==> src/rtl/display_mode_arbiter_pkg.sv <==
// Shared definitions for the display mode arbiter.
//   state_t    : handover FSM states (3-bit encoding)
//   MODE_PIANO : mux select value that routes the piano engine to the outputs
//   MODE_GAME  : mux select value that routes the pinball engine to the outputs
package display_mode_arbiter_pkg;

    typedef enum logic [2:0] {
        IDLE     = 3'd0,
        DRAIN    = 3'd1,
        SWAP     = 3'd2,
        RST_NEW  = 3'd3,
        WAIT_NEW = 3'd4
    } state_t;

    localparam logic MODE_PIANO = 1'b0;
    localparam logic MODE_GAME  = 1'b1;

endpackage

==> src/rtl/display_mode_arbiter_sw_debounce.sv <==
// Two-flop synchroniser followed by a stability counter.
//   sys_clk : clock
//   rst_n   : synchronous active-low reset (output resets to 0)
//   raw     : asynchronous input level
//   stable  : accepted level; follows raw once the synced value has differed
//             from it for DEB_CYCLES consecutive cycles
// Edge-to-output latency is 2 + DEB_CYCLES cycles.
module sw_debounce #(
    parameter int DEB_CYCLES = 500000
) (
    input  logic sys_clk,
    input  logic rst_n,
    input  logic raw,
    output logic stable
);

    localparam int CW = $clog2(DEB_CYCLES + 1);
    localparam logic [CW-1:0] CNT_LAST = CW'(DEB_CYCLES - 1);

    logic          sync1;
    logic          sync2;
    logic [CW-1:0] cnt;

    always_ff @(posedge sys_clk) begin
        if (!rst_n) begin
            sync1  <= 1'b0;
            sync2  <= 1'b0;
            stable <= 1'b0;
            cnt    <= '0;
        end else begin
            sync1 <= raw;
            sync2 <= sync1;
            // Any cycle where the synced level agrees with the accepted one
            // restarts the count, so bounces shorter than DEB_CYCLES vanish.
            if (sync2 == stable) begin
                cnt <= '0;
            end else if (cnt == CNT_LAST) begin
                stable <= sync2;
                cnt    <= '0;
            end else begin
                cnt <= cnt + 1'b1;
            end
        end
    end

endmodule

==> src/rtl/display_mode_arbiter.sv <==
// Frame-aligned handover of the shared VGA/seg/beep/key path between the
// pinball (game) and piano engines.
//   sys_clk     : clock, all logic on rising edge
//   rst_n       : synchronous active-low reset
//   mode_sw     : raw mode switch (1 = game, 0 = piano), asynchronous
//   vs_game     : game vsync, active-low
//   vs_piano    : piano vsync, active-low
//   mode_sel    : registered output mux select (1 = game)
//   blank       : forces rgb/seg off
//   game_rst_n  : active-low reset to the game engine
//   piano_rst_n : active-low reset to the piano engine
//   beep_mute   : beep gate, identical to blank
//   key_en      : routes move keys to the active engine
//   busy        : high whenever a handover is in progress
module display_mode_arbiter
    import display_mode_arbiter_pkg::*;
#(
    parameter int DEB_CYCLES   = 500000,
    parameter int RST_CYCLES   = 16,
    parameter int BLANK_FRAMES = 2,
    parameter int VS_TIMEOUT   = 2000000
) (
    input  logic sys_clk,
    input  logic rst_n,
    input  logic mode_sw,
    input  logic vs_game,
    input  logic vs_piano,
    output logic mode_sel,
    output logic blank,
    output logic game_rst_n,
    output logic piano_rst_n,
    output logic beep_mute,
    output logic key_en,
    output logic busy
);

    localparam int RW = $clog2(RST_CYCLES + 1);
    localparam int TW = $clog2(VS_TIMEOUT + 1);
    localparam int FW = $clog2(BLANK_FRAMES + 1);
    localparam logic [RW-1:0] RST_LAST   = RW'(RST_CYCLES - 1);
    localparam logic [TW-1:0] TO_LAST    = TW'(VS_TIMEOUT - 1);
    localparam logic [FW-1:0] FRAME_LAST = FW'(BLANK_FRAMES - 1);

    logic sw_db;

    sw_debounce #(.DEB_CYCLES(DEB_CYCLES)) u_sw_debounce (
        .sys_clk (sys_clk),
        .rst_n   (rst_n),
        .raw     (mode_sw),
        .stable  (sw_db)
    );

    state_t        state, state_nxt;
    logic          target, target_nxt;
    logic          mode_sel_nxt, blank_nxt, key_en_nxt;
    logic          game_rst_n_nxt, piano_rst_n_nxt;
    logic [RW-1:0] rst_cnt, rst_cnt_nxt;
    logic [TW-1:0] to_cnt, to_cnt_nxt;
    logic [FW-1:0] frame_cnt, frame_cnt_nxt;
    logic          prev_vs_game, prev_vs_piano;

    // Only the source currently on the mux is watched: in DRAIN that is the
    // outgoing engine, in WAIT_NEW mode_sel already equals the target.
    logic fall_watch, to_hit, vs_event;
    assign fall_watch = mode_sel ? (prev_vs_game & ~vs_game)
                                 : (prev_vs_piano & ~vs_piano);
    assign to_hit     = (to_cnt == TO_LAST);
    assign vs_event   = fall_watch | to_hit;

    assign busy      = (state != IDLE);
    assign beep_mute = blank;

    always_ff @(posedge sys_clk) begin
        if (!rst_n) begin
            state         <= RST_NEW;
            target        <= MODE_PIANO;
            mode_sel      <= MODE_PIANO;
            blank         <= 1'b1;
            key_en        <= 1'b0;
            game_rst_n    <= 1'b0;
            piano_rst_n   <= 1'b0;
            rst_cnt       <= '0;
            to_cnt        <= '0;
            frame_cnt     <= '0;
            prev_vs_game  <= 1'b1;
            prev_vs_piano <= 1'b1;
        end else begin
            state         <= state_nxt;
            target        <= target_nxt;
            mode_sel      <= mode_sel_nxt;
            blank         <= blank_nxt;
            key_en        <= key_en_nxt;
            game_rst_n    <= game_rst_n_nxt;
            piano_rst_n   <= piano_rst_n_nxt;
            rst_cnt       <= rst_cnt_nxt;
            to_cnt        <= to_cnt_nxt;
            frame_cnt     <= frame_cnt_nxt;
            prev_vs_game  <= vs_game;
            prev_vs_piano <= vs_piano;
        end
    end

    always_comb begin
        state_nxt       = state;
        target_nxt      = target;
        mode_sel_nxt    = mode_sel;
        blank_nxt       = blank;
        key_en_nxt      = key_en;
        game_rst_n_nxt  = game_rst_n;
        piano_rst_n_nxt = piano_rst_n;
        rst_cnt_nxt     = rst_cnt;
        to_cnt_nxt      = to_cnt;
        frame_cnt_nxt   = frame_cnt;

        case (state)
            IDLE: begin
                // The target is latched here; later switch activity is not
                // looked at again until the handover is back in IDLE.
                if (sw_db != mode_sel) begin
                    target_nxt = sw_db;
                    key_en_nxt = 1'b0;
                    to_cnt_nxt = '0;
                    state_nxt  = DRAIN;
                end
            end
            DRAIN: begin
                if (vs_event) begin
                    blank_nxt = 1'b1;
                    state_nxt = SWAP;
                end else begin
                    to_cnt_nxt = to_cnt + 1'b1;
                end
            end
            SWAP: begin
                // Both engines go into reset together, so there is never a
                // cycle with the new select and the old engine still running.
                mode_sel_nxt    = target;
                game_rst_n_nxt  = 1'b0;
                piano_rst_n_nxt = 1'b0;
                rst_cnt_nxt     = '0;
                state_nxt       = RST_NEW;
            end
            RST_NEW: begin
                if (rst_cnt == RST_LAST) begin
                    game_rst_n_nxt  = (target == MODE_GAME);
                    piano_rst_n_nxt = (target == MODE_PIANO);
                    frame_cnt_nxt   = '0;
                    to_cnt_nxt      = '0;
                    state_nxt       = WAIT_NEW;
                end else begin
                    rst_cnt_nxt = rst_cnt + 1'b1;
                end
            end
            WAIT_NEW: begin
                // A fall and a timeout in the same cycle count as one frame.
                if (vs_event) begin
                    to_cnt_nxt = '0;
                    if (frame_cnt == FRAME_LAST) begin
                        blank_nxt  = 1'b0;
                        key_en_nxt = 1'b1;
                        state_nxt  = IDLE;
                    end else begin
                        frame_cnt_nxt = frame_cnt + 1'b1;
                    end
                end else begin
                    to_cnt_nxt = to_cnt + 1'b1;
                end
            end
            default: begin
                // Unreachable encodings restart the piano bring-up.
                mode_sel_nxt    = MODE_PIANO;
                target_nxt      = MODE_PIANO;
                blank_nxt       = 1'b1;
                key_en_nxt      = 1'b0;
                game_rst_n_nxt  = 1'b0;
                piano_rst_n_nxt = 1'b0;
                rst_cnt_nxt     = '0;
                state_nxt       = RST_NEW;
            end
        endcase
    end

endmodule

==> config.mk <==
export PLATFORM = sky130hd
export DESIGN_NAME = display_mode_arbiter
export DESIGN_NICKNAME = d
export VERILOG_FILES = /design/src/rtl/display_mode_arbiter_pkg.sv /design/src/rtl/display_mode_arbiter_sw_debounce.sv /design/src/rtl/display_mode_arbiter.sv
export SDC_FILE = /design/constraint.sdc
export NUM_CORES = 1
export LEC_CHECK = 0
export CAP_MARGIN = 10
export CORE_MARGIN = 5
export CORE_UTILIZATION = 60
export DETAILED_ROUTE_END_ITERATION = 12
export PLACE_DENSITY = 0.79
export RECOVER_POWER = 25
export SYNTH_ARGS = -nofsm -noshare
export SYNTH_HDL_FRONTEND = slang
export SYNTH_SLANG_ARGS = --single-unit
==> constraint.sdc <==
create_clock -name sys_clk -period 7.5 [get_ports sys_clk]
set_clock_uncertainty 0.1 [all_clocks]
set_input_delay 1.125 -clock sys_clk [delete_from_list [all_inputs] [get_ports sys_clk]]
set_output_delay 1.125 -clock sys_clk [all_outputs]
set_load 0.02 [all_outputs]
== After elaboration in Yosys (flattened, before gate mapping) ==
Cells that the tools add are included.
Storage, ports and cells
  register bits after elaboration: 61
  output and inout port bits: 7
  logic and storage cells: 102
Cells by class
  $add $sub $neg: 4
  eq/ne operators: 18
  mux-type cells: 33
  bitwise logic cells: 12
  reduce and logical (&&, ||, !) cells: 19
Operators with widths (count)
  $mux W21: 4
  $pmux W21 S4: 1
  $add A21 B1 Y21 const B: 1
  $eq A21 B21 Y1 const B: 1
  $add A19 B1 Y19 const B: 1
  $eq A19 B19 Y1 const B: 1
  $ne A2 B2 Y1 const B: 8
  $reduce_and A4 Y1: 4
  $mux W3: 5
  $pmux W3 S4: 1
  $reduce_or A3 Y1: 4
  $mux W1: 10
  $pmux W5 S2: 1
  $not A1 Y1: 9
  $pmux W1 S2: 4
  $reduce_and A2 Y1: 4
  $reduce_or A4 Y1: 2
  $eq A3 B2 Y1 const B: 2
  $mux W2: 3
  $pmux W1 S3: 2
  $add A5 B1 Y5 const B: 1
  $eq A5 B4 Y1 const B: 1
  $mux W5: 1
  $reduce_and A5 Y1: 1
  other kinds (13): 14

== Depth between registers and ports, before layout ==
Gate-level depths: netlist of run 1.
  depth after elaboration: 6
  gate-level depth with buffers: 11

== Modules after synthesis ==
From an unflattened synthesis of run 1, not the netlist that was laid out.
Unflattened totals
  cells, all modules: 359
  area, all modules: 3050.4 um2
By module, submodules not included
  display_mode_arbiter: instances 1, cells each 248, area an instance 2057.0 um2, seq. area each 780.7 um2
  sw_debounce: instances 1, cells each 111, area an instance 993.5 um2, seq. area each 440.4 um2

== Worst setup path after synthesis of run 1 ==
No wires, ideal clock.
  kind: input to register
  start: in vs_game
  end: reg to_cnt[15]
  data arrival time: 2.593 ns
  data required time: 7.329 ns
  slack: 4.736 ns
  stages on the path: 8
  buffers on the path: 2
  cells stage by stage: nand3b_1 -> o21ai_0 -> o21a_1 -> buf_6 -> or2_1 -> buf_2 -> or4_1 -> a21oi_1
On the way
  longest elaborated chain between the ends: 6
RTL lines
  start, declared: RTL line display_mode_arbiter.sv:26  | input logic vs_game,
  $not A1 Y1 *: RTL line display_mode_arbiter.sv:65  | assign fall_watch = mode_sel ? (prev_vs_game & ~vs_game)
  $and A1 B1 Y1 *: RTL line display_mode_arbiter.sv:65
  $mux W1 *: RTL line display_mode_arbiter.sv:65
  $or A1 B1 Y1 *: RTL line display_mode_arbiter.sv:68  | assign vs_event = fall_watch | to_hit;
  $mux W21 or $ne A2 B2 Y1 (tied branches)
  $pmux W21 S4 or $reduce_and A4 Y1 (tied branches)
  end signal, assigned: RTL line display_mode_arbiter.sv:96  | to_cnt <= to_cnt_nxt;
  end, declared: RTL line display_mode_arbiter.sv:58  | logic [TW-1:0] to_cnt, to_cnt_nxt;
Mark *: on every way between the ends. The rest lies on a longest branch, timed or not.
A chain may end at the register's enable or synchronous reset.

== Final worst setup path of run 1 ==
  start: in vs_piano
  end: reg to_cnt[20]
On the way
  longest elaborated chain between the ends: 6
RTL lines
  start, declared: RTL line display_mode_arbiter.sv:27  | input logic vs_piano,
  $not A1 Y1 *: RTL line display_mode_arbiter.sv:66  | : (prev_vs_piano & ~vs_piano);
  $and A1 B1 Y1 *: RTL line display_mode_arbiter.sv:66
  $mux W1 *: RTL line display_mode_arbiter.sv:65
  $or A1 B1 Y1 *: RTL line display_mode_arbiter.sv:68
  $mux W21 or $ne A2 B2 Y1 (tied branches)
  $pmux W21 S4 or $reduce_and A4 Y1 (tied branches)
Marks and branches as above.

==> results of run 1 <==
## per-stage QoR
stage / utilization, % / instance area [um2] / power (mW) / setup slack, ps / cells
2_1_floorplan: - / 2940 / 0.427 / 4740 / 350
3_3_place_gp: 64.9 / 3070 / 0.439 / 4080 / 414
3_5_place_dp: 64.9 / 3070 / 0.441 / 4040 / 414
4_1_cts: 68.8 / 3250 / 0.712 / 4380 / 428
5_1_grt: 68.8 / 3250 / 0.742 / 4220 / 428
6_report: 68.8 / 3250 / 0.704 / 4340 / 428
## worst max path at each step
stage                     slack (ps)          to  cells after the start  startpoint
final                           4340  to_cnt[20]                      7    vs_piano
after global routing            4220  to_cnt[20]                      9  rst_cnt[0]
after CTS                       4380  to_cnt[20]                      7     vs_game
after detailed placement        4040  to_cnt[20]                      7     vs_game
after global placement          4080  to_cnt[20]                      7     vs_game
after floorplan                 4740  to_cnt[15]                      8     vs_game
## layer usage
| metal | vias up | wire length (um) | global-route usage [%] |
|---|---|---|---|
| li1 | 1237 | - | - |
| met1 | 1136 | 2580 | 23.5 |
| met2 | 52 | 2840 | 34.4 |
| met3 | 7 | 256 | 7.34 |
| met4 | 0 | 79 | 8.95 |
| met5 | - | 0 | 0 |
## registers in the layout (all words and copies together), names as in the netlist
register and flops:
beep_mute 1, u_sw_debounce.sync1 1, target 1, state 3, u_sw_debounce.sync2 1, u_sw_debounce.cnt 19
piano_rst_n 1, to_cnt 21, prev_vs_game 1, game_rst_n 1, prev_vs_piano 1, mode_sel 1
u_sw_debounce.stable 1, frame_cnt 2, rst_cnt 5, key_en 1
## logic make-up (layout without fill, tap and decap cells)
| logic type | count (synthesis) | after routing |
|---|---|---|
| and+or+nand+nor | 180 | 180 |
| adders and majority gates | 5 | 5 |
| buffers and inverters | 23 | 34 |
| AOI/OAI and AO/OA | 43 | 43 |
| muxes | 2 | 2 |
| DFF | 61 | 61 |
| xor gates and xnor gates | 36 | 36 |
## cell usage in the layout (no fill, tap or decap), drive strengths merged, types with 8 or more instances in the layout
cell,Yosys,layout
nand3,21,21
nand4,10,10
o21ai,12,12
nor2,50,50
inv,8,8
xnor2,25,25
nand2,21,21
nor3,17,17
nor2b,8,8
clkbuf,11,13
a21oi,13,13
xor2,11,11
dfxtp,61,61
## final cells by class
type	count	area [um2]
multi-input combinational	266	1610
fill	425	1470
sequential	61	1220
clock buffer	13	179
timing repair buffer	12	118
tap	67	83.8
inverter	8	30.0
clock inverter	1	5.00
## report_power, final
group	switching [mW]	internal [mW]	total, mW
registers	0.0199	0.337	0.357
logic	0.0465	0.0307	0.0771
clock network	0.118	0.152	0.270
total	0.185	0.520	0.704
## worst register-to-register path, cell delays in order (launching register included)
cell and delay [ps]:
dfxtp_1 370, ha_1 190, and3_1 170, ha_1 190, nand4b_1 300, o211a_1 280
o21a_1 320, or2_1 400, or4_1 530, a21oi_1 150
==> impl_metrics.env, run 1 <==
export IMPL_status="finished, final reports clean"
export IMPL_synthSimpleGateAreaFrac_pct=32.2
export IMPL_finalSetupViolations=0
export IMPL_avgSynthCellArea_um2=8.39
export IMPL_max_freq_ghz=0.317
export IMPL_hold_class="reg2reg"
export IMPL_synth_seq_area_share_pct=41.6
export IMPL_routed_wl_um=5750
export IMPL_grt_pass1_wl_um=10200
export IMPL_path_max_fanout=18
export IMPL_cts_tree="yes"
export IMPL_crit_type="in2reg"
export IMPL_antenna_found_initial=0
export IMPL_synth_mux_area_share_pct=0.682
export IMPL_rr_worst_depth=9
export IMPL_avgRoutedWirePerCell_um=13.4
export IMPL_min_path_cells=1
export IMPL_slew_headroom_pct=51.3
export IMPL_via_per_inst=5.68
export IMPL_synth_top_area_share_pct=41.6
export IMPL_syn2layout_area_growth_pct=10.7
export IMPL_portBuffers=11
export IMPL_final_layout_size_suffix_gt1_share_pct=5.26
export IMPL_pin_count=12
export IMPL_grtUsageTotal_pct=20.6
export IMPL_grt_overflow_total=0
export IMPL_synthCells=350
export IMPL_hold_viol=0
export IMPL_insertion_delay_ps=340
export IMPL_initial_core_util_pct=62.2
export IMPL_ctsHoldBuffers=0
export IMPL_syn_area_um2=2940
export IMPL_dieArea_um2=6390
export IMPL_netlist_top_cells_count="dfxtp_1, nor2_1, xnor2_1"
export IMPL_synthXorXnorAreaFrac_pct=10.7
export IMPL_synth_largest_area_cell="dfxtp_1"
export IMPL_period_minus_slack_ps=3160
export IMPL_cp_required_ps=7670
export IMPL_arrival_ps=3320
export IMPL_core_area_um2=4720
export IMPL_ys_ff_latch=61
export IMPL_synth_top_family_by_area="simple AND/OR/NAND/NOR gates"
export IMPL_dp_hpwl_um=3730
export IMPL_grt_setup_unrepaired="false"
export IMPL_nets=368
export IMPL_drv_cap=0
export IMPL_drt_iter0_drc=123
export IMPL_finalMaxSlewViolations=0
export IMPL_power_leakage_nw=1.06
export IMPL_startpoint_type="primary input"
export IMPL_numCtsBuffers=9
export IMPL_place_congestion=0.868
export IMPL_cp_end_kind="register"
export IMPL_synthArstFlopShare_pct=0
export IMPL_rr_startpoint="rst_cnt[0]"
export IMPL_cts_buffer_depth=2
export IMPL_timing_setup_tns_ps=0
export IMPL_antenna_diode_count=0
export IMPL_worst_ir_drop_vdd_mv=0.135
export IMPL_synth_compound_area_share_pct=9.20
export IMPL_r2r_end="to_cnt[20]"
export IMPL_ant_nets=0
export IMPL_first_pass_iters=4
export IMPL_worst_pin_slew_ps=730
export IMPL_syn_nets=360
export IMPL_synth_fa_ha_area_share_pct=2.13
export IMPL_yosysWarnings=0
export IMPL_post_route_period_util_pct=42.1
export IMPL_die_h_um=80.0
export IMPL_std_cell_rows=25
export IMPL_hold_path_end="u_sw_debounce.sync2"
export IMPL_hp_start="u_sw_debounce.sync1"
export IMPL_r2r_slack_ps=4440
export IMPL_cpLargestDelayFamily="simple AND/OR/NAND/NOR gates"
export IMPL_cts_htree_levels=3
export IMPL_grt_max_degree=24
export IMPL_die_w_um=80.0
export IMPL_cts_setup_buffers=0
export IMPL_grt_pass1_vias=2294
export IMPL_cts_resized=0
export IMPL_cts_sinks=61
export IMPL_synth_cell_type_count=49
export IMPL_synth_edf_count=0
export IMPL_holdWs_ps=330
export IMPL_power_density_nw_per_um2=217
export IMPL_drc=0
export IMPL_cp_slowest_cell="or4_1"
export IMPL_critical_path_buf_inv_count=1
export IMPL_synth_area_top_cells="dfxtp_1, xnor2_1, nor2_1"
export IMPL_synth_ff_type="dfxtp_1"
export IMPL_critPathMaxStageDelay_ps=530
export IMPL_post_synth_top_count_cell="dfxtp_1"
export IMPL_vias=2432
export IMPL_cts_root_buf="clkbuf_8"
export IMPL_path_clk_slew_ps=60
export IMPL_cp_cell_sequence="clkdlybuf4s50_1 -> nand2b_1 -> o21ai_0 -> o21a_1 -> or2_1 -> or4_1 -> a21oi_1"
No activity file was read; power rests on OpenSTA's default activity.
==> inputs of run 2 (changes only) <==
--- a/config.mk
+++ b/config.mk
@@ -7,9 +7,9 @@
 export LEC_CHECK = 0
 export CAP_MARGIN = 10
 export CORE_MARGIN = 5
-export CORE_UTILIZATION = 60
+export CORE_UTILIZATION = 54
 export DETAILED_ROUTE_END_ITERATION = 12
-export PLACE_DENSITY = 0.79
+export PLACE_DENSITY = 0.75
 export RECOVER_POWER = 25
 export SYNTH_ARGS = -nofsm -noshare
 export SYNTH_HDL_FRONTEND = slang
==> constraint.sdc (replaced) <==
create_clock -name sys_clk -period 2.55 [get_ports sys_clk]
set_clock_uncertainty 0.1 [all_clocks]
set_input_delay 0.3825 -clock sys_clk [delete_from_list [all_inputs] [get_ports sys_clk]]
set_output_delay 0.3825 -clock sys_clk [all_outputs]
set_load 0.02 [all_outputs]
==> impl_metrics.env, run 2 (synthesis results as in run 1) <==
export IMPL_grt_use_met3_pct=5.33
export IMPL_place_congestion=0.822
export IMPL_r2r_end="to_cnt[20]"
export IMPL_r2r_slack_ps=170
export IMPL_drc=0
export IMPL_critical_path_buf_inv_count=0
export IMPL_hold_viol=0
export IMPL_dieArea_um2=7010
export IMPL_timing_setup_tns_ps=0
export IMPL_filler_cell_count=462
export IMPL_grt_setup_unrepaired="false"
export IMPL_crit_type="reg2reg"
export IMPL_first_pass_iters=4
export IMPL_portBuffers=11
export IMPL_hold_path_end="u_sw_debounce.sync2"
export IMPL_initial_core_util_pct=56.4
export IMPL_grt_pass1_vias=2408
export IMPL_syn2layout_area_growth_pct=13.8
export IMPL_arrival_ps=2540
export IMPL_worst_ir_drop_vdd_mv=0.382
export IMPL_period_minus_slack_ps=2380
export IMPL_cts_tree="yes"
export IMPL_antenna_diode_count=0
export IMPL_cpLargestDelayFamily="simple AND/OR/NAND/NOR gates"
export IMPL_multi_input_area_um2=1630
export IMPL_final_layout_size_suffix_gt1_share_pct=9.09
export IMPL_met1_usage_pct=23.2
export IMPL_grtUsageTotal_pct=18.3
export IMPL_cp_cell_sequence="ha_4 -> and3_1 -> ha_2 -> nand4b_1 -> o211a_1 -> o21a_1 -> or2_4 -> or4_1 -> a21oi_1"
export IMPL_vias=2465
export IMPL_rr_worst_depth=9
export IMPL_die_w_um=83.7
export IMPL_path_clk_slew_ps=70
export IMPL_largest_register="to_cnt"
export IMPL_drv_cap=0
export IMPL_cts_sinks=61
export IMPL_dp_hpwl_um=3960
export IMPL_power_density_nw_per_um2=626
export IMPL_antenna_found_initial=0
export IMPL_rr_startpoint="rst_cnt[1]"
export IMPL_die_h_um=83.7
export IMPL_max_freq_ghz=0.420
export IMPL_ant_nets=0
export IMPL_grt_overflow_total=0
export IMPL_avgRoutedWirePerCell_um=12.9
export IMPL_numCtsBuffers=9
export IMPL_hold_class="reg2reg"
export IMPL_dpl_worst_slack_ps=63.4
export IMPL_nets=379
export IMPL_cp_required_ps=2710
export IMPL_worst_pin_slew_ps=774
export IMPL_crit_start="rst_cnt[1]"
export IMPL_post_route_period_util_pct=93.3
export IMPL_routed_wl_um=5740
export IMPL_layout_common_cells="dfxtp_1, nor2_1, xnor2_1"
export IMPL_insertion_delay_ps=340
export IMPL_largestRegisters="to_cnt (21), u_sw_debounce.cnt (19), rst_cnt (5)"
export IMPL_top_usage_layer="met2"
export IMPL_startpoint_type="register"
export IMPL_std_cell_rows=26
export IMPL_use_met2_pct=28.3
export IMPL_hp_start="u_sw_debounce.sync1"
export IMPL_drt_iter0_drc=134
export IMPL_finalSetupViolations=0
export IMPL_largest_reg_flops=21
export IMPL_grt_max_degree=21
export IMPL_power_leakage_nw=1.09
export IMPL_setup_slack_ps=172
export IMPL_critPathMaxStageDelay_ps=500
export IMPL_cts_buffer_depth=2
export IMPL_seqCellArea_um2=1220
export IMPL_cp_slowest_cell="or4_1"
export IMPL_status="finished, final reports clean"
export IMPL_slew_headroom_pct=48.4
export IMPL_cts_htree_levels=3
export IMPL_path_max_fanout=6
export IMPL_min_path_cells=1
export IMPL_cts_root_buf="clkbuf_8"
export IMPL_via_per_inst=5.55
export IMPL_cp_end_kind="register"
export IMPL_finalMaxSlewViolations=0
export IMPL_grt_pass1_wl_um=10600
export IMPL_pin_count=12
export IMPL_core_area_um2=5200
export IMPL_final_common_cell="dfxtp_1"
## run 2: stage by stage
step                      instances  power, mW  hold slack [ps]  util (%)  cell area [um2]
after floorplan                 350       1.28              312         -             2960
after global placement          428       1.34              322      60.9             3170
after detailed placement        428       1.35              332      60.9             3170
after CTS                       444       2.10              344      64.3             3350
after global routing            444       2.20              347      64.2             3340
final                           444       2.09              341      64.2             3340
## run 2: how the worst max path moves through the flow
stage | slack (ps) | cells after the start | to
after floorplan | 20 | 11 | to_cnt[15]
final | 170 | 9 | to_cnt[20]
after detailed placement | 60 | 7 | to_cnt[15]
after global placement | 150 | 7 | to_cnt[20]
after CTS | 120 | 9 | to_cnt[15]
after global routing | 0.6 | 9 | to_cnt[15]
## run 2: timing repair
action                     4_1_cts  5_1_grt
resized for setup                0        1
setup buffers                    0        0
setup endpoints to repair        0        2
hold buffers                     0        0
## run 2: worst register-to-register path: stages (launching register included)
cell,delay [ps]
dfxtp_2,370
ha_4,150
and3_1,160
ha_2,190
nand4b_1,120
o211a_1,160
o21a_1,130
or2_4,280
or4_1,500
a21oi_1,150
## run 2: power breakdown
part           switching (mW)  internal, mW
registers              0.0532         0.996
logic                   0.159         0.128
clock network           0.377         0.378
## run 2: area by class of cell
cell class | count | area share (%)
clock buffer | 11 | 4.23
clock inverter | 5 | 1.09
inverter | 8 | 0.899
multi-input combinational | 266 | 48.8
sequential | 61 | 36.6
tap | 70 | 2.62
timing repair buffer | 23 | 5.77
## run 2: layer usage
metal  vias to the layer above  routed length (um)  part of all wire [%]
li1                       1263                   -                     -
met1                      1149                2800                    49
met2                        42                2610                    45
met3                        11                 216                   3.8
met4                         0                 108                   1.9
met5                         -                   0                     0
==> inputs of run 3 (changes only) <==
--- a/config.mk
+++ b/config.mk
@@ -9,6 +9,7 @@
 export CORE_MARGIN = 5
 export CORE_UTILIZATION = 54
 export DETAILED_ROUTE_END_ITERATION = 12
+export GPL_TIMING_DRIVEN = 0
 export PLACE_DENSITY = 0.75
 export RECOVER_POWER = 25
 export SYNTH_ARGS = -nofsm -noshare
==> impl_metrics.env, run 3 (synthesis results as in run 1) <==
export IMPL_antenna_found_initial=0
export IMPL_antenna_diode_count=0
export IMPL_final_common_cell="dfxtp_1"
export IMPL_hold_class="reg2reg"
export IMPL_hold_path_end="u_sw_debounce.sync2"
export IMPL_pin_count=12
export IMPL_post_place_cells=431
export IMPL_stdcell_count=453
export IMPL_cts_root_buf="clkbuf_8"
export IMPL_crit_type="reg2reg"
export IMPL_cts_htree_levels=3
export IMPL_worst_pin_slew_ps=727
export IMPL_grt_pass1_vias=2410
export IMPL_min_path_cells=1
export IMPL_startpoint_type="register"
export IMPL_arrival_ps=2630
export IMPL_initial_core_util_pct=56.4
export IMPL_finalMaxSlewViolations=0
export IMPL_max_freq_ghz=0.404
export IMPL_core_area_um2=5200
export IMPL_via_per_inst=5.51
export IMPL_rr_startpoint="rst_cnt[0]"
export IMPL_cts_tree="yes"
export IMPL_hp_start="u_sw_debounce.sync1"
export IMPL_largest_reg_flops=21
export IMPL_nets=388
export IMPL_dp_hpwl_um=4220
export IMPL_finalSetupViolations=0
export IMPL_ctsHoldBuffers=0
export IMPL_power_density_nw_per_um2=641
export IMPL_routed_wl_um=6100
export IMPL_largestRegisters="to_cnt (21), u_sw_debounce.cnt (19), rst_cnt (5)"
export IMPL_r2r_end="to_cnt[20]"
export IMPL_die_w_um=83.7
export IMPL_dr_wl_met2_um=3000
export IMPL_grt_overflow_total=0
export IMPL_syn2layout_area_growth_pct=16.8
export IMPL_status="finished, final reports clean"
export IMPL_grt_pass1_wl_um=10900
export IMPL_path_max_fanout=6
export IMPL_hold_viol=0
export IMPL_drc=0
export IMPL_wl_met1_um=2840
export IMPL_final_layout_size_suffix_gt1_share_pct=10.4
export IMPL_dieArea_um2=7010
export IMPL_numCtsBuffers=9
export IMPL_cp_required_ps=2710
export IMPL_ant_nets=0
export IMPL_power_leakage_nw=1.12
export IMPL_insertion_delay_ps=330
export IMPL_grt_max_degree=11
export IMPL_cts_buffer_depth=2
export IMPL_std_cell_rows=26
export IMPL_worst_ir_drop_vdd_mv=0.554
export IMPL_cts_sinks=61
export IMPL_filler_cell_count=441
export IMPL_holdWs_ps=344
export IMPL_r2r_slack_ps=80
export IMPL_largest_register="to_cnt"
export IMPL_first_pass_iters=4
export IMPL_dr_max_layer_used="met4"
export IMPL_path_clk_slew_ps=70
export IMPL_drt_iter0_drc=108
export IMPL_slew_headroom_pct=51.5
export IMPL_post_route_period_util_pct=97.0
export IMPL_die_h_um=83.7
export IMPL_drv_cap=0
export IMPL_layout_common_cells="dfxtp_1, nor2_1, xnor2_1"
export IMPL_grtUsageTotal_pct=18.7
export IMPL_rr_worst_depth=10
export IMPL_portBuffers=11
export IMPL_cp_end_kind="register"
export IMPL_period_minus_slack_ps=2470
export IMPL_place_congestion=0.850
export IMPL_avgRoutedWirePerCell_um=13.5
export IMPL_vias=2498
export IMPL_met3_length_um=212
## run 3: changes by cell type in the layout (fill, tap and decap cells not counted), sizes merged
cell,change
buf,+1
bufinv,+1
clkbuf,+9
clkdlybuf4s50,-1
clkinvlp,-2
dlygate4sd3,+1
## run 3: layout make-up
class / instances / area (um2) / share of cell area, %
tap: 70 / 87.6 / 2.55
clock inverter: 4 / 47.5 / 1.39
clock buffer: 12 / 145 / 4.23
sequential: 61 / 1230 / 35.8
timing repair buffer: 19 / 170 / 4.96
buffer: 13 / 67.6 / 1.97
multi-input combinational: 266 / 1650 / 48.2
inverter: 8 / 30.0 / 0.876
## run 3: metrics by stage
stage               setup TNS (ps)  worst slack, ps  power [mW]  cell area, um2  util, %
floorplan                        0             20.6        1.28            2960        -
global placement              -653             -187        1.34            3160     60.7
CTS                              0             20.0        2.18            3370     64.7
finish                           0             77.4        2.20            3430     65.9
detailed placement           -1790             -234        1.35            3160     60.7
global route                 -41.2            -24.9        2.32            3430     65.9
## run 3: worst max-delay path by stage
stage	startpoint	end	slack (ps)
6_report	rst_cnt[0]	to_cnt[20]	80
3_5_place_dp	rst_cnt[1]	to_cnt[20]	-230
5_1_grt	rst_cnt[0]	to_cnt[15]	-20
3_3_place_gp	rst_cnt[0]	to_cnt[20]	-190
4_1_cts	rst_cnt[0]	to_cnt[20]	20
2_1_floorplan	rst_cnt[1]	to_cnt[15]	20
## run 3: worst max-delay path: stages, from the launching register on
cell      delay, ps
dfxtp_4         370
ha_4            140
and3_4          200
ha_4            140
nand4b_1        120
o211a_1         170
o21a_1          110
buf_6           130
or2_4           270
or4_1           510
a21oi_1         140
## run 3: repair_timing
| action | CTS | global route |
|---|---|---|
| pin swaps | 1 | 4 |
| endpoints found under the setup margin | 9 | 20 |
| resized for setup | 1 | 12 |
| buffers inserted | 2 | 6 |
## run 3: per-layer routing
layer	track usage (%)	vias to the layer above
met5	0	-
met4	4.09	0
met3	6.52	6
met2	31.1	34
met1	23.3	1179
li1	-	1279
## run 3: power breakdown
group	internal (mW)	leakage (nW)	switching (mW)	total [mW]
Combinational	0.141	0.532	0.180	0.320
Clock	0.475	0.0964	0.358	0.833
Sequential	1.00	0.494	0.0432	1.05
Total	1.62	1.12	0.581	2.20
